<file path="src/rtl/seq_mul_op.sv">
// Unsigned shift-add multiplier: start sampled at edge k gives P/done in the cycle after edge k+B_W.
// start is ignored while busy; a start during the done cycle chains the next operation with no idle gap.
module seq_mul_op #(
  parameter int A_W = 4,
  parameter int B_W = 2
) (
  input  logic           clk,
  input  logic           rst,
  input  logic           start,
  input  logic [A_W-1:0] A,
  input  logic [B_W-1:0] B,
  output logic           busy,
  output logic           done,
  output logic [A_W+B_W-1:0] P,
  output logic [A_W-1:0] Y,
  output logic           C_out
);

  localparam int PW = A_W + B_W;
  localparam int CW = (B_W > 1) ? $clog2(B_W) : 1;

  typedef enum logic [1:0] {
    IDLE = 2'd0,
    RUN  = 2'd1,
    DONE = 2'd2
  } state_t;

  state_t          state, state_nxt;
  logic [A_W-1:0]  mcand;
  logic [B_W-1:0]  mplier;
  logic [CW-1:0]   count;
  logic [PW-1:0]   acc;
  logic [PW-1:0]   acc_nxt;
  logic            accept;
  logic            last;

  assign accept = start && (state == IDLE || state == DONE);
  assign last   = (count == CW'(B_W - 1));

  // Partial product for the multiplier bit currently at mplier[0].
  assign acc_nxt = mplier[0] ? acc + ({{B_W{1'b0}}, mcand} << count) : acc;

  always_comb begin
    state_nxt = state;
    case (state)
      IDLE:    if (start) state_nxt = RUN;
      RUN:     if (last) state_nxt = DONE;
      DONE:    state_nxt = start ? RUN : IDLE;
      default: state_nxt = IDLE;
    endcase
  end

  always_ff @(posedge clk or posedge rst) begin
    if (rst) begin
      state <= IDLE;
    end else begin
      state <= state_nxt;
    end
  end

  always_ff @(posedge clk or posedge rst) begin
    if (rst) begin
      mcand  <= '0;
      mplier <= '0;
      count  <= '0;
      acc    <= '0;
      P      <= '0;
    end else if (accept) begin
      mcand  <= A;
      mplier <= B;
      count  <= '0;
      acc    <= '0;
    end else if (state == RUN) begin
      acc    <= acc_nxt;
      mplier <= mplier >> 1;
      count  <= count + CW'(1);
      if (last) P <= acc_nxt;
    end
  end

  assign busy  = (state == RUN);
  assign done  = (state == DONE);
  assign Y     = P[A_W-1:0];
  assign C_out = |P[PW-1:A_W];

endmodule

</file>
<file path="config.mk">
export PLATFORM = sky130hd
export DESIGN_NAME = seq_mul_op
export DESIGN_NICKNAME = d
export VERILOG_FILES = /design/src/rtl/seq_mul_op.sv
export SDC_FILE = /design/constraint.sdc
export NUM_CORES = 1
export LEC_CHECK = 0
export ABC_AREA = 1
export CORE_ASPECT_RATIO = 0.8
export CORE_MARGIN = 4
export CORE_UTILIZATION = 35
export DETAILED_ROUTE_END_ITERATION = 10
export PLACE_DENSITY = 0.66
export REMOVE_ABC_BUFFERS = 1
export SYNTH_ARGS = -nofsm -noshare
export SYNTH_HDL_FRONTEND = slang
export SYNTH_SLANG_ARGS = --single-unit
</file>
<file path="constraint.sdc">
create_clock -name clk -period 3.2 [get_ports clk]
set_input_delay 0.48 -clock clk [delete_from_list [all_inputs] [get_ports clk]]
set_output_delay 0.48 -clock clk [all_outputs]
set_load 0.05 [all_outputs]
</file>
==> impl_metrics.json, run 1 <==
{
  "cp_max_fo": 6,
  "start_util_pct": 37.43,
  "ir_drop_uv": 492.9,
  "die-area_um2": 4398,
  "synth_top_area_cell": "dfrtp_1",
  "p_switching_uw": 886.5,
  "period_share_pct": 68.33,
  "fin_cells": 207,
  "clockBufferDepth": 2,
  "syn_area_um2": 1189,
  "numCtsBuffers": 3,
  "crit_path_start_kind": "flip-flop",
  "p_int_uw": 818.9,
  "nets": 183,
  "rows": 18,
  "rr_startpoint": "count$_DFFE_PP0P_",
  "rsz0062_at_grt": "no",
  "p_sw_share_pct": 51.98,
  "maxCapViolCount": 0,
  "status": "finished clean",
  "drive_gt1_share_pct": 10.78,
  "setup_viol": 0,
  "p_leak_uw": 0.0007402,
  "min_path_cells": 2,
  "die_h_um": 60.13,
  "num_vias": 999,
  "area_delta_synth_final_pct": 22.74,
  "avgSynthCellArea_um2": 8.086,
  "end_kind": "output pin",
  "finalHoldViolCount": 0,
  "p_seq_share_pct": 27.4,
  "diodes": 0,
  "drt-initial-drc-count": 51,
  "clk_latency_ns": 0.25,
  "final.setup.tns_ns": 0,
  "ys_ff_latch": 21,
  "min_period_ns": 2.187,
  "power.density_nw_per_um2": 1169,
  "power.combinational.fraction_pct": 62.6,
  "cts_root_buf": "clkbuf_8",
  "min-delay-path-class": "reg2reg",
  "fmax_mhz": 457.3,
  "arrival_ns": 1.71,
  "htreeDepth": 1,
  "routedWlPerCell_um": 12.31,
  "firstDrtPassIters": 4,
  "tritoncts": "built",
  "track_usage_pct": 12.80,
  "hold_start": "P[1]$_DFFE_PP0P_",
  "io_buffers": 21,
  "synth_top_area_share_pct": 44.21,
  "post_cts_buffers": 0,
  "ff2ff_path_depth": 11,
  "core_um2": 3176,
  "first_global_vias": 1010,
  "synth_area_leaders": "dfrtp_1 (44%), nand2_1 (13%), inv_1 (6.3%)",
  "grt_first_pass_wirelength_um": 4395,
  "gp_congestion": 0.8185,
  "fp.dieW_um": 73.16,
  "grt.overflow.total": 0,
  "grt_start_max_net_pins": 22,
  "nFillCells": 288,
  "path_clk_slew_ns": 0.08,
  "crit_path_start": "state[1]$_DFFE_PP0P_",
  "num_io_pins": 22,
  "yosysSeqAreaShare_pct": 44.21,
  "maxSlewViolCount": 0,
  "numClockSinks": 21,
  "netlist_instances": 147,
  "yosys.cell_types.count": 21,
  "critical_path_class": "reg2out",
  "drt_wl_total_um": 2549,
  "max_slew_margin_pct": 46.50,
  "cts_resized": 0,
  "drcViolationCount": 0,
  "holdBufCountCts": 0,
  "required_ns": 2.72,
  "antenna_found_initial": 0,
  "worstMarginPinSlew_ns": 0.8017,
  "ys.warnings.count": 0,
  "hpwl_um": 2048,
  "clock_power_share_pct": 10.0,
  "post-place-cells": 203,
  "viasPerCell": 4.826,
  "antenna_left": 0,
  "skew_ns": 0.006064
}
metal layers:
layer / up-vias / share of wire, % / GRT usage (%)
met3: 2 / 2.2 / 1.681
met2: 16 / 51 / 22.55
met4: 0 / 0.47 / 3.684
met5: - / 0 / 0
met1: 480 / 46 / 16.39
li1: 501 / - / -
power by group through the flow:
stage | clock network [µW] | registers, µW | logic (µW)
floorplan | 0 | 626 | 614
global placement | 0 | 466 | 1040
detailed placement | 0 | 473 | 1060
CTS | 172 | 468 | 1070
global route | 182 | 488 | 1180
finish | 170 | 468 | 1070
flip-flops by register name, summed over array words and instances, names as in the netlist:
name and count:
state 2, mcand 4, count 1, P 6, acc 6, mplier 2
cell families (layout without fill, tap and decap cells):
logic type,Yosys count,in the layout,share of synthesized area (%)
fa+ha+maj,6,6,6.947
mux,1,1,0.9473
compound gates,20,20,9.895
flops,21,21,44.21
buf+inv,30,50,11.26
simple gates,69,69,26.74
cells in the final DEF, fill, tap and decap left out, drive strengths merged:
master	netlist	final
or2	2	2
o21ai	12	12
nand2	44	44
ha	5	5
clkbuf	0	4
a21oi	5	5
mux2	1	1
fa	1	1
nor2	10	10
dfrtp	21	21
inv	25	25
nand3	13	13
clkdlybuf4s50	0	21
o22ai	2	2
o221ai	1	1
synth_stat cells (all sizes together):
master / instances
o22ai: 2
buf: 5
or2: 2
mux2: 1
nand3: 13
dfrtp: 21
nand2: 44
ha: 5
a21oi: 5
o221ai: 1
nor2: 10
o21ai: 12
fa: 1
inv: 25
per-stage QoR:
stage	worst slack [ns]	instance area (µm²)	hold slack [ns]	utilization, %	total power (µW)
2_1_floorplan	1.564	1154	0.4565	-	1240
3_3_place_gp	1.304	1414	0.4860	44.52	1501
3_5_place_dp	1.278	1414	0.4925	44.52	1537
4_1_cts	0.9981	1459	0.5107	45.94	1712
5_1_grt	0.9555	1459	0.5461	45.94	1848
6_report	1.013	1459	0.5050	45.94	1705
path summary, 6_finish.rpt:
kind                       slack, ns                  to
setup / recovery                1.01                busy
hold / removal                  0.50    P[1]$_DFFE_PP0P_
setup reg to reg                1.31    P[4]$_DFFE_PP0P_
hold reg to reg                 0.50    P[1]$_DFFE_PP0P_
max in group asynchronous       2.02  acc[3]$_DFFE_PP0P_
min in group asynchronous       0.67    P[0]$_DFFE_PP0P_
layout make-up:
type	count	area, µm²	area share, %
flip-flops and latches	21	525.5	36.02
inverters	25	98.84	6.775
clock buffers	4	45.04	3.087
multi-input cells	96	529.3	36.28
repair buffers	21	210.2	14.41
well taps	40	50.05	3.431
worst max-delay path, stage by stage, from the launching register on:
cell and delay [ns]:
dfrtp_1 0.44, nor2_8 0.19, clkdlybuf4s50_1 0.83
Note: power is estimated with default switching activity, not from simulation.
==> run 2: changes to the inputs <==
- clock period: 3.2 -> 2.2 ns (I/O delays scaled with it)
==> impl_metrics.json, run 2 (synthesis results as in run 1) <==
{
  "status": "finished clean",
  "htreeDepth": 1,
  "mostFrequentLayoutCells": "nand2_1 (42), dfrtp_1 (21), clkdlybuf4s50_1 (21)",
  "grt.overflow.total": 0,
  "min_period_ns": 2.050,
  "ff2ff_path_depth": 13,
  "p_seq_share_pct": 27.6,
  "drcViolationCount": 0,
  "fmax_mhz": 487.9,
  "drive_gt1_share_pct": 11.90,
  "rows": 18,
  "cts_resized": 0,
  "holdBufCountCts": 0,
  "area_delta_synth_final_pct": 23.47,
  "diodes": 0,
  "p_leak_uw": 0.0007478,
  "firstDrtPassIters": 4,
  "top_regs": "P (6), acc (6), mcand (4)",
  "required_ns": 1.87,
  "gp_congestion": 0.7926,
  "io_buffers": 21,
  "num_io_pins": 22,
  "die_h_um": 60.13,
  "post_cts_buffers": 0,
  "core_um2": 3176,
  "critical_path_class": "reg2out",
  "power.combinational.fraction_pct": 62.1,
  "drt_wl_total_um": 2300,
  "end_kind": "output pin",
  "crit_chain": "nor2_8 -> clkdlybuf4s50_1",
  "fp.dieW_um": 73.16,
  "cp_slowest_stage_delay_ns": 0.83,
  "p_switching_uw": 1267,
  "p_sw_share_pct": 51.62,
  "rsz0062_at_grt": "no",
  "hold_ws_ns": 0.3903,
  "grt_first_pass_wirelength_um": 4029,
  "worstMarginPinSlew_ns": 0.5028,
  "maxCapViolCount": 0,
  "antenna_left": 0,
  "clock_power_share_pct": 10.3,
  "setup_viol": 0,
  "placed_area_um2": 1421,
  "finalHoldViolCount": 0,
  "hpwl_um": 1856,
  "cp_max_fo": 6,
  "crit_path_start_kind": "flip-flop",
  "first_global_vias": 992,
  "num_vias": 978,
  "grt_start_max_net_pins": 22,
  "nets": 184,
  "numClockSinks": 21,
  "routedWlPerCell_um": 11.06,
  "track_usage_pct": 11.74,
  "power.density_nw_per_um2": 1672,
  "start_util_pct": 37.43,
  "p_int_uw": 1187,
  "max_slew_margin_pct": 66.38,
  "viasPerCell": 4.702,
  "arrival_ns": 1.72,
  "path_clk_slew_ns": 0.08,
  "final_common_cell": "nand2_1",
  "slowest_stage": "clkdlybuf4s50_1",
  "min-delay-path-class": "in2async",
  "die-area_um2": 4398,
  "skew_ns": 0.006098,
  "maxSlewViolCount": 0,
  "clockBufferDepth": 2,
  "fin_cells": 208,
  "clk_latency_ns": 0.26,
  "fin_area_um2": 1468,
  "period_share_pct": 93.17,
  "tritoncts": "built",
  "final.setup.tns_ns": 0,
  "drt-initial-drc-count": 45,
  "ir_drop_uv": 941.2,
  "post-place-cells": 204,
  "numCtsBuffers": 3,
  "cts_root_buf": "clkbuf_8",
  "antenna_found_initial": 0
}
[run 2: cell count changes in the layout (fill, tap and decap cells not counted), sizes merged]
cell | before | now
clkinv | 0 | 1
clkbuf | 4 | 3
buf | 0 | 1
[run 2: worst max-delay path, delay by kind of cell (launching register included)]
family / cells / cell delay [ns]
flip-flops: 1 / 0.44
AND/OR/NAND/NOR: 1 / 0.19
buffers and inverters: 1 / 0.83
[run 2: metrics by stage]
| stage | utilization (%) | worst slack [ns] | power (µW) |
|---|---|---|---|
| CTS | 46.22 | 0.1441 | 2468 |
| detailed placement | 44.76 | 0.3960 | 2212 |
| finish | 46.22 | 0.1502 | 2453 |
| floorplan | - | 0.5640 | 1804 |
| global route | 46.22 | 0.09588 | 2671 |
| global placement | 44.76 | 0.4293 | 2189 |
[run 2: path summary, 6_finish.rpt]
check                                      from               endpoint  slack, ns
setup / recovery           state[1]$_DFFE_PP0P_                   busy       0.15
hold / removal                              rst  mplier[1]$_DFFE_PP0P_       0.39
setup reg to reg              count$_DFFE_PP0P_       P[5]$_DFFE_PP0P_       0.38
hold reg to reg                P[5]$_DFFE_PP0P_       P[5]$_DFFE_PP0P_       0.51
max in group asynchronous                   rst   mcand[2]$_DFFE_PP0P_       1.59
min in group clk               P[5]$_DFFE_PP0P_       P[5]$_DFFE_PP0P_       0.51
[run 2: power by group through the flow]
stage               Clock, µW  Combinational, µW  Sequential, µW
floorplan                   0                893             910
global placement            0               1510             680
detailed placement          0               1530             686
CTS                       256               1530             678
global route              274               1700             701
finish                    253               1520             678
[run 2: area by class of cell]
cell class                 instances  area (µm²)
fill                             304        1708
multi-input combinational         96       529.3
sequential                        21       525.5
timing repair buffer              22       217.7
inverter                          25       98.84
tap                               40       50.05
clock buffer                       3       41.29
clock inverter                     1       5.005
[run 2: routing by layer]
layer  global-route usage, %  up-vias  part of all wire (%)
met3                   2.353        4                   2.7
li1                        -      505                     -
met1                   14.21      459                    46
met5                       0        -                     0
met2                   20.64       10                    50
met4                   4.211        0                  0.91
==> run 3: changes to the inputs <==
- PLACE_DENSITY: 0.66 -> 0.6
==> impl_metrics.json, run 3 (synthesis results as in run 1) <==
{
  "status": "finished clean",
  "num_vias": 988,
  "start_util_pct": 37.43,
  "clk_latency_ns": 0.26,
  "track_usage_pct": 12.79,
  "min-delay-path-class": "in2async",
  "grt_start_max_net_pins": 13,
  "final.setup.tns_ns": 0,
  "clockBufferDepth": 2,
  "diodes": 0,
  "rsz0062_at_grt": "no",
  "max_slew_margin_pct": 65.91,
  "die_h_um": 60.13,
  "cp_slowest_stage_delay_ns": 0.82,
  "slowest_stage": "clkdlybuf4s50_1",
  "dp_slack_ns": 0.3639,
  "maxSlewViolCount": 0,
  "fp.dieW_um": 73.16,
  "holdBufCountCts": 0,
  "required_ns": 1.87,
  "post-place-cells": 204,
  "cts_resized": 0,
  "die-area_um2": 4398,
  "crit_chain": "nor2_8 -> clkdlybuf4s50_1",
  "setup_viol": 0,
  "clock_power_share_pct": 10.2,
  "ir_drop_uv": 627.6,
  "power.combinational.fraction_pct": 62.1,
  "finalHoldViolCount": 0,
  "viasPerCell": 4.750,
  "post_cts_buffers": 0,
  "power.density_nw_per_um2": 1680,
  "cp_max_fo": 6,
  "p_sw_share_pct": 51.89,
  "routedWlPerCell_um": 11.58,
  "fin_util_pct": 46.22,
  "numClockSinks": 21,
  "final_common_cell": "nand2_1",
  "crit_path_start_kind": "flip-flop",
  "area_delta_synth_final_pct": 23.47,
  "drcViolationCount": 0,
  "end_kind": "output pin",
  "period_share_pct": 92.33,
  "p_seq_share_pct": 27.7,
  "min_period_ns": 2.031,
  "htreeDepth": 1,
  "drt-initial-drc-count": 55,
  "rr_startpoint": "count$_DFFE_PP0P_",
  "p_leak_uw": 0.0007478,
  "path_clk_slew_ns": 0.07,
  "rows": 18,
  "first_global_vias": 927,
  "top_regs": "P (6), acc (6), mcand (4)",
  "grt.overflow.total": 0,
  "drive_gt1_share_pct": 11.90,
  "critical_path_class": "reg2out",
  "timing.final.ws_setup_ns": 0.1688,
  "fin_cells": 208,
  "path_delay_family": "buffers and inverters",
  "firstDrtPassIters": 4,
  "antenna_left": 0,
  "path_buf_inv": 1,
  "grt_first_pass_wirelength_um": 4278,
  "mostFrequentLayoutCells": "nand2_1 (42), dfrtp_1 (21), clkdlybuf4s50_1 (21)",
  "drt_wl_total_um": 2409,
  "numCtsBuffers": 3,
  "nets": 184,
  "rr_endpoint": "P[5]$_DFFE_PP0P_",
  "hpwl_um": 2041,
  "ff2ff_path_depth": 13,
  "skew_ns": 0.004774,
  "arrival_ns": 1.70,
  "antenna_found_initial": 0,
  "num_io_pins": 22,
  "p_int_uw": 1186,
  "gp_congestion": 0.8302,
  "tritoncts": "built",
  "maxCapViolCount": 0,
  "reg2reg_slack_ns": 0.37,
  "worstMarginPinSlew_ns": 0.5097,
  "fmax_mhz": 492.3,
  "core_um2": 3176,
  "io_buffers": 21,
  "p_switching_uw": 1280,
  "cts_root_buf": "clkbuf_8"
}
[run 3: cell counts in the layout (fill, tap and decap cells not counted)]
Identical to the previous run, type by type.
[run 3: power by group through the flow]
stage | combinational [µW] | sequential, µW | clock (µW)
after floorplan | 893 | 910 | 0
after global placement | 1540 | 684 | 0
after detailed placement | 1550 | 692 | 0
after CTS | 1550 | 685 | 256
after global routing | 1710 | 710 | 277
final | 1530 | 683 | 250
[run 3: worst max-delay path by stage]
stage / from / endpoint / slack (ns) / cells past startpoint
after floorplan: count$_DFFE_PP0P_ / acc[4]$_DFFE_PP0P_ / 0.56 / 11
after global placement: count$_DFFE_PP0P_ / P[5]$_DFFE_PP0P_ / 0.41 / 12
after detailed placement: count$_DFFE_PP0P_ / P[5]$_DFFE_PP0P_ / 0.36 / 12
after CTS: state[1]$_DFFE_PP0P_ / busy / 0.15 / 2
after global routing: count$_DFFE_PP0P_ / P[5]$_DFFE_PP0P_ / 0.11 / 13
final: state[1]$_DFFE_PP0P_ / busy / 0.17 / 2
[run 3: stage by stage]
step | cell area, µm² | total power, µW | hold slack (ns)
after floorplan | 1154 | 1804 | 0.3065
after global placement | 1421 | 2224 | 0.4874
after detailed placement | 1421 | 2238 | 0.4970
after CTS | 1468 | 2493 | 0.3576
after global routing | 1468 | 2698 | 0.4037
final | 1468 | 2466 | 0.3427
[run 3: final cells by class]
class | instances | area, µm²
Inverter | 25 | 98.84
Clock inverter | 1 | 5.005
Sequential cell | 21 | 525.5
Tap cell | 40 | 50.05
Timing Repair Buffer | 22 | 217.7
Multi-Input combinational cell | 96 | 529.3
Clock buffer | 3 | 41.29
Fill cell | 301 | 1708
[run 3: metal layers]
metal | share of wire (%) | track usage [%] | vias to the layer above
met5 | 0 | 0 | -
met2 | 45 | 18.34 | 19
met4 | 3.2 | 7.105 | 0
met3 | 3.2 | 2.017 | 10
li1 | - | - | 502
met1 | 48 | 18.17 | 457
